==> src/rtl/chi_tx_link_driver_pkg.sv <==
// -----------------------------------------------------------------------------
// chi_package
// Shared types and constants for the CHI TX link-layer driver.
//   link_state_e        : link FSM encoding, also driven out on link_state
//   CHI_MAX_LCRD        : largest number of L-credits a CHI channel may hold
//   LCRD_RETURN_OPCODE  : opcode (and whole payload) of an LCrdReturn flit
// -----------------------------------------------------------------------------
package chi_package;

    typedef enum logic [1:0] {
        STOP       = 2'd0,
        ACTIVATE   = 2'd1,
        RUN        = 2'd2,
        DEACTIVATE = 2'd3
    } link_state_e;

    localparam int CHI_MAX_LCRD       = 15;
    localparam int LCRD_RETURN_OPCODE = 0;

endpackage

==> src/rtl/chi_tx_link_driver_chan.sv <==
// -----------------------------------------------------------------------------
// chi_tx_chan
// One CHI TX channel: flit FIFO, L-credit counter, FLITPEND/FLITV launch
// registers and the sticky credit-error flag.
// Optional feature (macro CHI_TX_LCRD_RETURN_EN): while the link is in
// DEACTIVATE every held credit is handed back as an all-zero LCrdReturn flit.
// Ports:
//   clk, rst          clock, synchronous active-high reset
//   i_link_state      current link FSM state from the top level
//   i_clr_credit      drop all credits (pulse on DEACTIVATE entry)
//   i_in_valid/flit   flit offered by the producer
//   o_in_ready        FIFO not full
//   o_tx_flitpend     launch this cycle, flit appears next cycle
//   o_tx_flitv/flit   launched flit
//   i_tx_lcrdv        one L-credit returned by the receiver
//   o_lcrd_err        sticky credit overflow / out-of-state credit
//   o_empty           FIFO empty (for the top-level reduction)
//   o_credit_zero     no credits held (for the top-level reduction)
// -----------------------------------------------------------------------------
module chi_tx_chan
    import chi_package::*;
#(
    parameter int FLIT_W   = 128,
    parameter int DEPTH    = 8,
    parameter int MAX_LCRD = CHI_MAX_LCRD
) (
    input  logic              clk,
    input  logic              rst,
    input  link_state_e       i_link_state,
    input  logic              i_clr_credit,
    input  logic              i_in_valid,
    input  logic [FLIT_W-1:0] i_in_flit,
    output logic              o_in_ready,
    output logic              o_tx_flitpend,
    output logic              o_tx_flitv,
    output logic [FLIT_W-1:0] o_tx_flit,
    input  logic              i_tx_lcrdv,
    output logic              o_lcrd_err,
    output logic              o_empty,
    output logic              o_credit_zero
);

    localparam int AW = $clog2(DEPTH);
    localparam int CW = AW + 1;
    localparam int LW = $clog2(MAX_LCRD + 1);

    logic [FLIT_W-1:0] r_mem [DEPTH];
    logic [AW-1:0]     r_wr_ptr;
    logic [AW-1:0]     r_rd_ptr;
    logic [CW-1:0]     r_count;
    logic [LW-1:0]     r_credit;
    logic              r_flitv;
    logic [FLIT_W-1:0] r_flit;
    logic              r_err;

    logic w_full;
    logic w_empty;
    logic w_push;
    logic w_has_credit;
    logic w_link_live;
    logic w_launch_data;
    logic w_launch_ret;
    logic w_launch;
    logic w_lcrd_ok;
    logic w_lcrd_bad;
    logic w_lcrd_ovf;

    assign w_full       = (r_count == CW'(DEPTH));
    assign w_empty      = (r_count == '0);
    // in_ready depends only on occupancy, so a full FIFO refuses a push
    // even in a cycle where it also pops.
    assign w_push       = i_in_valid & ~w_full;
    assign w_has_credit = (r_credit != '0);
    assign w_link_live  = (i_link_state == RUN) || (i_link_state == DEACTIVATE);

    assign w_launch_data = (i_link_state == RUN) & ~w_empty & w_has_credit;
`ifdef CHI_TX_LCRD_RETURN_EN
    assign w_launch_ret  = (i_link_state == DEACTIVATE) & w_has_credit;
`else
    assign w_launch_ret  = 1'b0;
`endif
    assign w_launch      = w_launch_data | w_launch_ret;

    assign w_lcrd_ok  = i_tx_lcrdv & w_link_live;
    assign w_lcrd_bad = i_tx_lcrdv & ~w_link_live;
    // A credit arriving together with a launch nets to zero, so it can
    // never overflow even when the counter is already at the limit.
    assign w_lcrd_ovf = w_lcrd_ok & ~w_launch & (r_credit == LW'(MAX_LCRD));

    // FIFO storage is data only and carries no reset.
    always_ff @(posedge clk) begin
        if (w_push) begin
            r_mem[r_wr_ptr] <= i_in_flit;
        end
    end

    always_ff @(posedge clk) begin
        if (rst) begin
            r_wr_ptr <= '0;
            r_rd_ptr <= '0;
            r_count  <= '0;
        end else begin
            if (w_push) begin
                r_wr_ptr <= r_wr_ptr + 1'b1;
            end
            if (w_launch_data) begin
                r_rd_ptr <= r_rd_ptr + 1'b1;
            end
            if (w_push && !w_launch_data) begin
                r_count <= r_count + 1'b1;
            end else if (!w_push && w_launch_data) begin
                r_count <= r_count - 1'b1;
            end
        end
    end

    always_ff @(posedge clk) begin
        if (rst) begin
            r_credit <= '0;
        end else if (i_clr_credit) begin
            r_credit <= '0;
        end else if (w_lcrd_ok && !w_launch) begin
            if (!w_lcrd_ovf) begin
                r_credit <= r_credit + 1'b1;
            end
        end else if (!w_lcrd_ok && w_launch) begin
            r_credit <= r_credit - 1'b1;
        end
    end

    always_ff @(posedge clk) begin
        if (rst) begin
            r_err <= 1'b0;
        end else if (w_lcrd_ovf || w_lcrd_bad) begin
            r_err <= 1'b1;
        end
    end

    // Launch stage boundary: flitpend in cycle N becomes flitv in cycle N+1.
    always_ff @(posedge clk) begin
        if (rst) begin
            r_flitv <= 1'b0;
            r_flit  <= '0;
        end else begin
            r_flitv <= w_launch;
            if (w_launch_data) begin
                r_flit <= r_mem[r_rd_ptr];
            end else if (w_launch_ret) begin
                r_flit <= FLIT_W'(LCRD_RETURN_OPCODE);
            end
        end
    end

    assign o_in_ready    = ~w_full;
    assign o_tx_flitpend = w_launch;
    assign o_tx_flitv    = r_flitv;
    assign o_tx_flit     = r_flit;
    assign o_lcrd_err    = r_err;
    assign o_empty       = w_empty;
    assign o_credit_zero = ~w_has_credit;

endmodule

==> src/rtl/chi_tx_link_driver.sv <==
// -----------------------------------------------------------------------------
// chi_tx_link_driver
// Multi-channel CHI link-layer transmitter: NUM_CH independent FIFO-buffered,
// credit-counted flit channels plus the TXLINKACTIVE request/ack FSM.
// Optional feature (macro CHI_TX_LCRD_RETURN_EN): credits are returned as
// LCrdReturn flits during DEACTIVATE and STOP waits for all credits to be 0;
// without it credits are simply dropped on DEACTIVATE entry.
// Ports:
//   clk, rst          clock, synchronous active-high reset
//   link_en           1 = bring/keep link up, 0 = request deactivate
//   in_valid/in_flit  per-channel flit offered (channel c at [c*FLIT_W +: FLIT_W])
//   in_ready          per-channel FIFO not full
//   tx_flitpend       per-channel flit will be driven next cycle
//   tx_flitv/tx_flit  per-channel launched flit
//   tx_lcrdv          per-channel L-credit grant from the receiver
//   txlinkactivereq   link activation request
//   txlinkactiveack   receiver acknowledge
//   link_state        current link_state_e
//   lcrd_err          per-channel sticky credit error
// -----------------------------------------------------------------------------
module chi_tx_link_driver
    import chi_package::*;
#(
    parameter int NUM_CH   = 3,
    parameter int FLIT_W   = 128,
    parameter int DEPTH    = 8,
    parameter int MAX_LCRD = CHI_MAX_LCRD
) (
    input  logic                     clk,
    input  logic                     rst,
    input  logic                     link_en,
    input  logic [NUM_CH-1:0]        in_valid,
    input  logic [NUM_CH*FLIT_W-1:0] in_flit,
    output logic [NUM_CH-1:0]        in_ready,
    output logic [NUM_CH-1:0]        tx_flitpend,
    output logic [NUM_CH-1:0]        tx_flitv,
    output logic [NUM_CH*FLIT_W-1:0] tx_flit,
    input  logic [NUM_CH-1:0]        tx_lcrdv,
    output logic                     txlinkactivereq,
    input  logic                     txlinkactiveack,
    output logic [1:0]               link_state,
    output logic [NUM_CH-1:0]        lcrd_err
);

    link_state_e       r_state;
    link_state_e       w_next;
    logic              w_req;
    logic              w_clr_credit;
    logic              w_all_empty;
    logic              w_busy;
    logic [NUM_CH-1:0] w_empty;
    logic [NUM_CH-1:0] w_credit_zero;

    assign w_all_empty = &w_empty;
    // A flit still in its pend->valid window must finish before DEACTIVATE.
    assign w_busy      = (|tx_flitpend) | (|tx_flitv);

    always_ff @(posedge clk) begin
        if (rst) begin
            r_state <= STOP;
        end else begin
            r_state <= w_next;
        end
    end

    always_comb begin
        w_next = r_state;
        w_req  = 1'b0;
        case (r_state)
            STOP: begin
                if (link_en) begin
                    w_next = ACTIVATE;
                end
            end
            ACTIVATE: begin
                w_req = 1'b1;
                if (txlinkactiveack) begin
                    w_next = RUN;
                end
            end
            RUN: begin
                w_req = 1'b1;
                if (!link_en && w_all_empty && !w_busy) begin
                    w_next = DEACTIVATE;
                end
            end
            DEACTIVATE: begin
`ifdef CHI_TX_LCRD_RETURN_EN
                if (!txlinkactiveack && (&w_credit_zero)) begin
                    w_next = STOP;
                end
`else
                if (!txlinkactiveack) begin
                    w_next = STOP;
                end
`endif
            end
            default: begin
                w_next = STOP;
            end
        endcase
    end

`ifdef CHI_TX_LCRD_RETURN_EN
    assign w_clr_credit = 1'b0;
`else
    assign w_clr_credit = (r_state == RUN) && (w_next == DEACTIVATE);
`endif

    assign txlinkactivereq = w_req;
    assign link_state      = r_state;

    for (genvar c = 0; c < NUM_CH; c++) begin : g_chan
        chi_tx_chan #(
            .FLIT_W   (FLIT_W),
            .DEPTH    (DEPTH),
            .MAX_LCRD (MAX_LCRD)
        ) u_chan (
            .clk           (clk),
            .rst           (rst),
            .i_link_state  (r_state),
            .i_clr_credit  (w_clr_credit),
            .i_in_valid    (in_valid[c]),
            .i_in_flit     (in_flit[c*FLIT_W +: FLIT_W]),
            .o_in_ready    (in_ready[c]),
            .o_tx_flitpend (tx_flitpend[c]),
            .o_tx_flitv    (tx_flitv[c]),
            .o_tx_flit     (tx_flit[c*FLIT_W +: FLIT_W]),
            .i_tx_lcrdv    (tx_lcrdv[c]),
            .o_lcrd_err    (lcrd_err[c]),
            .o_empty       (w_empty[c]),
            .o_credit_zero (w_credit_zero[c])
        );
    end

endmodule
==> config.mk <==
export PLATFORM = sky130hd
export DESIGN_NAME = chi_tx_link_driver
export DESIGN_NICKNAME = d
export VERILOG_FILES = /design/src/rtl/chi_tx_link_driver_pkg.sv /design/src/rtl/chi_tx_link_driver_chan.sv /design/src/rtl/chi_tx_link_driver.sv
export SDC_FILE = /design/constraint.sdc
export NUM_CORES = 2
export LEC_CHECK = 0
export ABC_AREA = 1
export CORE_MARGIN = 2
export CORE_UTILIZATION = 60
export CTS_CLUSTER_SIZE = 40
export DETAILED_ROUTE_END_ITERATION = 8
export PLACE_DENSITY = 0.8
export RECOVER_POWER = 100
export SLEW_MARGIN = 40
export SYNTH_ARGS = -nofsm -noshare
export SYNTH_HDL_FRONTEND = slang
export SYNTH_SLANG_ARGS = --single-unit
==> constraint.sdc <==
create_clock -name clk -period 23.4 [get_ports clk]
set_input_delay 7.02 -clock clk [delete_from_list [all_inputs] [get_ports clk]]
set_output_delay 7.02 -clock clk [all_outputs]
set_load 0.01 [all_outputs]
# --- Word level (Yosys, flattened, before mapping) ---
# Memories as Yosys holds them, arrays and structs flattened. A register that Yosys moved wholly into a read port is not among the register bits.
# Index checks and enable logic that the tools add are counted.
totals:
  reg_bits: 50
  ram_bits: 3072
  out_inout_bits: 399
  elab_cells: 163
  mem_count: 3
op_classes:
  n_addsub: 18
  eq_ne: 13
  muxes: 27
  n_bitwise: 32
  reduce_logical: 51
mem_list:
  columns: ["name", "words", "word_bits", "rd", "rd_ports_with_merged_regs", "write_ports", "line", "rtl"]
  rows:
  - ["g_chan[0].u_chan.r_mem", 8, 128, 1, 1, 1, "chi_tx_link_driver_chan.sv:47", "logic [FLIT_W-1:0] r_mem [DEPTH];"]
  - ["g_chan[1].u_chan.r_mem", 8, 128, 1, 1, 1, "chi_tx_link_driver_chan.sv:47", null]
  - ["g_chan[2].u_chan.r_mem", 8, 128, 1, 1, 1, "chi_tx_link_driver_chan.sv:47", null]
op_table:
  columns: ["operator", "count"]
  rows:
  - ["4-bit two-way mux", 15]
  - ["4-bit by 1-bit adder with 4-bit output, second input constant", 6]
  - ["4-bit == test, second input constant", 6]
  - ["4-bit by 1-bit subtractor with 4-bit output, second input constant", 6]
  - ["1-bit bitwise AND", 21]
  - ["3-bit by 1-bit adder with 3-bit output, second input constant", 6]
  - ["1-bit logical AND", 15]
  - ["4-bit zero test", 3]
  - ["2-bit nonzero test", 6]
  - ["4-bit nonzero test", 3]
  - ["1-bit zero test", 11]
  - ["1-bit inverter", 10]
  - ["2-bit two-way mux", 4]
  - ["2-bit one-hot mux with 4 select lines", 1]
  - ["1-bit two-way mux", 7]
  - ["2-bit == test, second input constant", 3]
  - ["2-bit inequality test, second input constant", 3]
  - ["2-bit AND reduction", 3]
  - ["3-bit OR reduction", 2]
  - ["1-bit logical OR", 4]
  - ["2-bit OR reduction", 2]
  - ["3-bit AND reduction", 1]
  - ["2-bit by 1-bit == test with 1-bit output, second input constant", 1]
  - ["2-bit zero test", 1]
  - ["1-bit bitwise OR", 1]

# --- Logic depth before layout (Yosys ltp) ---
depth:
  ltp_word: 13
  mapped_depth: 18

# --- Modules after synthesis ---
# A second synthesis with hierarchy kept.
unflattened:
  hier_cells: 10004
  hier_area_um2: 132392.0
modules_own_cells:
  columns: ["mod", "n_inst", "cells_per_inst", "area_each_um2", "seq_area_each_um2"]
  rows:
  - ["chi_tx_chan (g_chan[1].u_chan)", 1, 3320, 44053.5, 33632.3]
  - ["chi_tx_chan (g_chan[2].u_chan)", 1, 3321, 44053.5, 33632.3]
  - ["chi_tx_chan (g_chan[0].u_chan)", 1, 3320, 44044.7, 33632.3]
  - ["chi_tx_link_driver", 1, 43, 240.2, 40.0]

# --- Worst setup path after synthesis ---
# No wires, ideal clock.
synth_timing:
  path_type: "input to register"
  start: "in in_valid[0]"
  end: "mem g_chan[0].u_chan.r_mem[0][0] (enable)"
  t_arrival_ns: 12.659
  required_time_ns: 22.783
  slack_ns: 10.125
  path_stages: 4
  n_path_buf: 0
  cell_sequence: "nand2_1 -> inv_1 -> nand2_1 -> nor2_1"
synth_via:
  elab_chain_len: 3
synth_lines:
  columns: ["element", "line", "rtl"]
  rows:
  - ["start: declaration", "chi_tx_link_driver.sv:32", "input logic [NUM_CH-1:0] in_valid,"]
  - ["1-bit bitwise AND", "chi_tx_link_driver_chan.sv:72", "assign w_push = i_in_valid & ~w_full;"]
  - ["net g_chan[0].u_chan.w_push", "chi_tx_link_driver_chan.sv:58", "logic w_push;"]
  - ["1-bit two-way mux", "chi_tx_link_driver_chan.sv:92", "if (w_push) begin"]
  - ["1-bit two-way mux (implied by the code)", "chi_tx_link_driver_chan.sv:93", "r_mem[r_wr_ptr] <= i_in_flit;"]
  - ["end: declaration", "chi_tx_link_driver_chan.sv:47", null]
# The timed path passes the listed nets, and every way through them passes these cells.

==> out/metrics.yaml <==
outcome: "finished with violations"
violations: "max-capacitance violations, max-slew violations"
hp-class: "flip-flop to flip-flop"
initial_utilization: 0.6041
final_cell_mix: "edfxtp_1 (3072), nor2_1 (2114), o21ai_0 (1888), dlygate4sd3_1 (783), o21ai_1 (566)"
ys_types: 33
dp_slack_ns: 12.38
slew_violations: 3509
synth_cells: 10129
synth-async-reset-ratio: 0
dieArea_sq_um: 225200
hpwl_microns: 186000
synth_area_sq_um: 132900
worstPathRequired_ns: 24.26
io_pins: 793
rrSetupSlack_ns: 14.10
clockBufferDepth: 4
syn_area_per_cell_sq_um: 13.12
skew_ns: 0.09224
p_total_mw: 13.08
wire_per_inst_microns: 24.09
vias: 87198
p_leak_nw: 50.73
critPathSlowestCell: "clkbuf_1"
fp.dieW_microns: 474.6
fin_crit_sh: 0.7111
path_cells: "clkbuf_1, clkinvlp_2, clkbuf_1, clkbuf_1, o21ai_0, a21oi_1"
final_common_cell: "edfxtp_1"
final-hold-violation-count: 0
cts_tree: "done"
drc_errors: 0
grt_pass1_vias: 85519
ctsHoldBuffers: 0
powerDensity_nw_per_um2: 85.13
syn-num-nets: 10554
ys.flop_type: "edfxtp_1"
grt_max_degree: 228
maxSlewHeadroom: -4.712
irDropWorstVdd_uv: 74.68
critPathKind: "input pin to flip-flop"
yosysSeqAreaShare: 0.7597
core-area_sq_um: 219900
yosysWarnings: 0
clk_latency_ns: 0.95
drtAntennaViolNets: 0
htreeDepth: 5
cp_max_fo: 104
dr.pass1.iters: 6
drt-vias-per-instance: 6.217
max_stage_delay_ns: 3.74
routed_wl_microns: 337800
drv_cap: 65
startpoint_type: "input pin"
dieHeight_microns: 474.6
drive_above_1_share: 0.05429
holdWs_ns: 0.5127
area_delta_synth_final_pct: 15.62
gp_congestion: 0.8492
grt_pass1_wl_microns: 500600
numCtsBuffers: 350
clk_pin_slew_ns: 0.06
cp-end-kind: "flip-flop"
cp_num_buf_inv: 4
cts_root_buf: "clkbuf_16"
numPortBuffers: 792
worst_slack_ns: 6.760
min_period_ns: 16.64
worst_pin_slew_ns: 8.568
cts_sinks: 3506
grt-ovfl-total: 0
setup_tns_ns: 0
fin_nets: 11084
synth-seq-cells: 3506
cts_setup_buffers: 0
drtIter0Drc: 11137
cpLargestDelayFamily: "buffers and inverters"
grt_setup_unrepaired: "false"
clock.fmax_ghz: 0.06009
setup_viol: 0
crit_path_frequent_cell: "clkbuf_1"
grt.total_usage: 0.2902
antenna_found_initial: 192
cts_resized: 0
arrival_ns: 17.50
synth-edff-count: 3072
rows: 172
[layer usage]
layer | GRT usage | wire, microns | up-vias
met5 | 0 | 671 | -
met4 | 0.1712 | 19150 | 108
met3 | 0.06543 | 34330 | 970
met2 | 0.4674 | 163600 | 4830
met1 | 0.3624 | 120000 | 42687
li1 | - | - | 38603
[final timing paths]
kind / start / endpoint / depth (start not counted)
setup / recovery: rst / g_chan[0].u_chan.o_tx_flit[101] / 6
setup reg to reg: g_chan[1].u_chan.r_count[0] / g_chan[1].u_chan.r_mem[0][111] / 8
hold reg to reg: g_chan[1].u_chan.r_wr_ptr[0] / g_chan[1].u_chan.r_wr_ptr[0] / 2
hold / removal: g_chan[1].u_chan.r_wr_ptr[0] / g_chan[1].u_chan.r_wr_ptr[0] / 2
[layout make-up]
| type | count | area [sq um] |
|---|---|---|
| flip-flops and latches | 3506 | 101000 |
| fillers | 13767 | 66330 |
| multi-input cells | 5817 | 28060 |
| clock buffers | 459 | 9625 |
| repair buffers | 915 | 8979 |
| well taps | 2958 | 3701 |
| clock inverters | 156 | 1588 |
| diodes | 145 | 362.8 |
| inverters | 69 | 326.6 |
[worst reg2reg max path, delay by kind of cell (launching register included)]
family,cells,cell delay [ns]
buf+inv,3,5.96
simple gates,5,2.48
flops,1,0.42
[flip-flops by register name, indices dropped and copies added (netlist names)]
register,flops
g_chan.u_chan.r_wr_ptr,9
g_chan.u_chan.r_mem,3072
g_chan.u_chan.r_credit,12
g_chan.u_chan.o_tx_flitv,3
g_chan.u_chan.o_lcrd_err,3
g_chan.u_chan.r_count,12
link_state,2
g_chan.u_chan.r_rd_ptr,9
g_chan.u_chan.o_tx_flit,384
[stage by stage]
step | instances | cell area, sq um | utilization
detailed placement | 13254 | 142500 | 0.6479
CTS | 13869 | 153700 | 0.6989
finish | 14025 | 153600 | 0.6984
floorplan | 10129 | 132900 | -
global placement | 13236 | 142000 | 0.6455
global route | 13967 | 153500 | 0.6977
[power breakdown]
group / switching, mW / internal (mW) / total, mW
combinational: 0.364 / 0.132 / 0.496
clock: 2.29 / 3.22 / 5.51
sequential: 0.0482 / 7.02 / 7.07
[cell families after synthesis]
| family | after synthesis | share of synthesized area |
|---|---|---|
| xor gates and xnor gates | 12 | 0.0007911 |
| buffers and inverters | 806 | 0.02951 |
| AOI/OAI and AO/OA | 3520 | 0.1423 |
| adders and majority gates | 31 | 0.003258 |
| DFF | 3506 | 0.7597 |
| and+or+nand+nor | 2254 | 0.06445 |
[synthesized netlist by cell type, types with 6 or more instances]
master / n / area, sq um
o22ai_1: 256 / 1602
a21oi_1: 425 / 2127
dfxtp_1: 434 / 8688
buf_4: 31 / 232.7
o21ai_1: 566 / 2833
inv_1: 60 / 225.2
ha_1: 25 / 312.8
nand3_1: 25 / 125.1
nand2_1: 90 / 337.8
clkbuf_2: 17 / 85.08
buf_8: 10 / 150.1
fa_1: 6 / 120.1
nor2_1: 2121 / 7961
xor2_1: 9 / 78.83
o21ai_0: 1888 / 9449
clkbuf_1: 362 / 1359
nand4_1: 9 / 56.30
buf_1: 61 / 229.0
edfxtp_1: 3072 / 92250
buf_2: 210 / 1051
buf_6: 44 / 495.5
o211ai_1: 384 / 2883
Note: power is estimated with default switching activity, not from simulation.
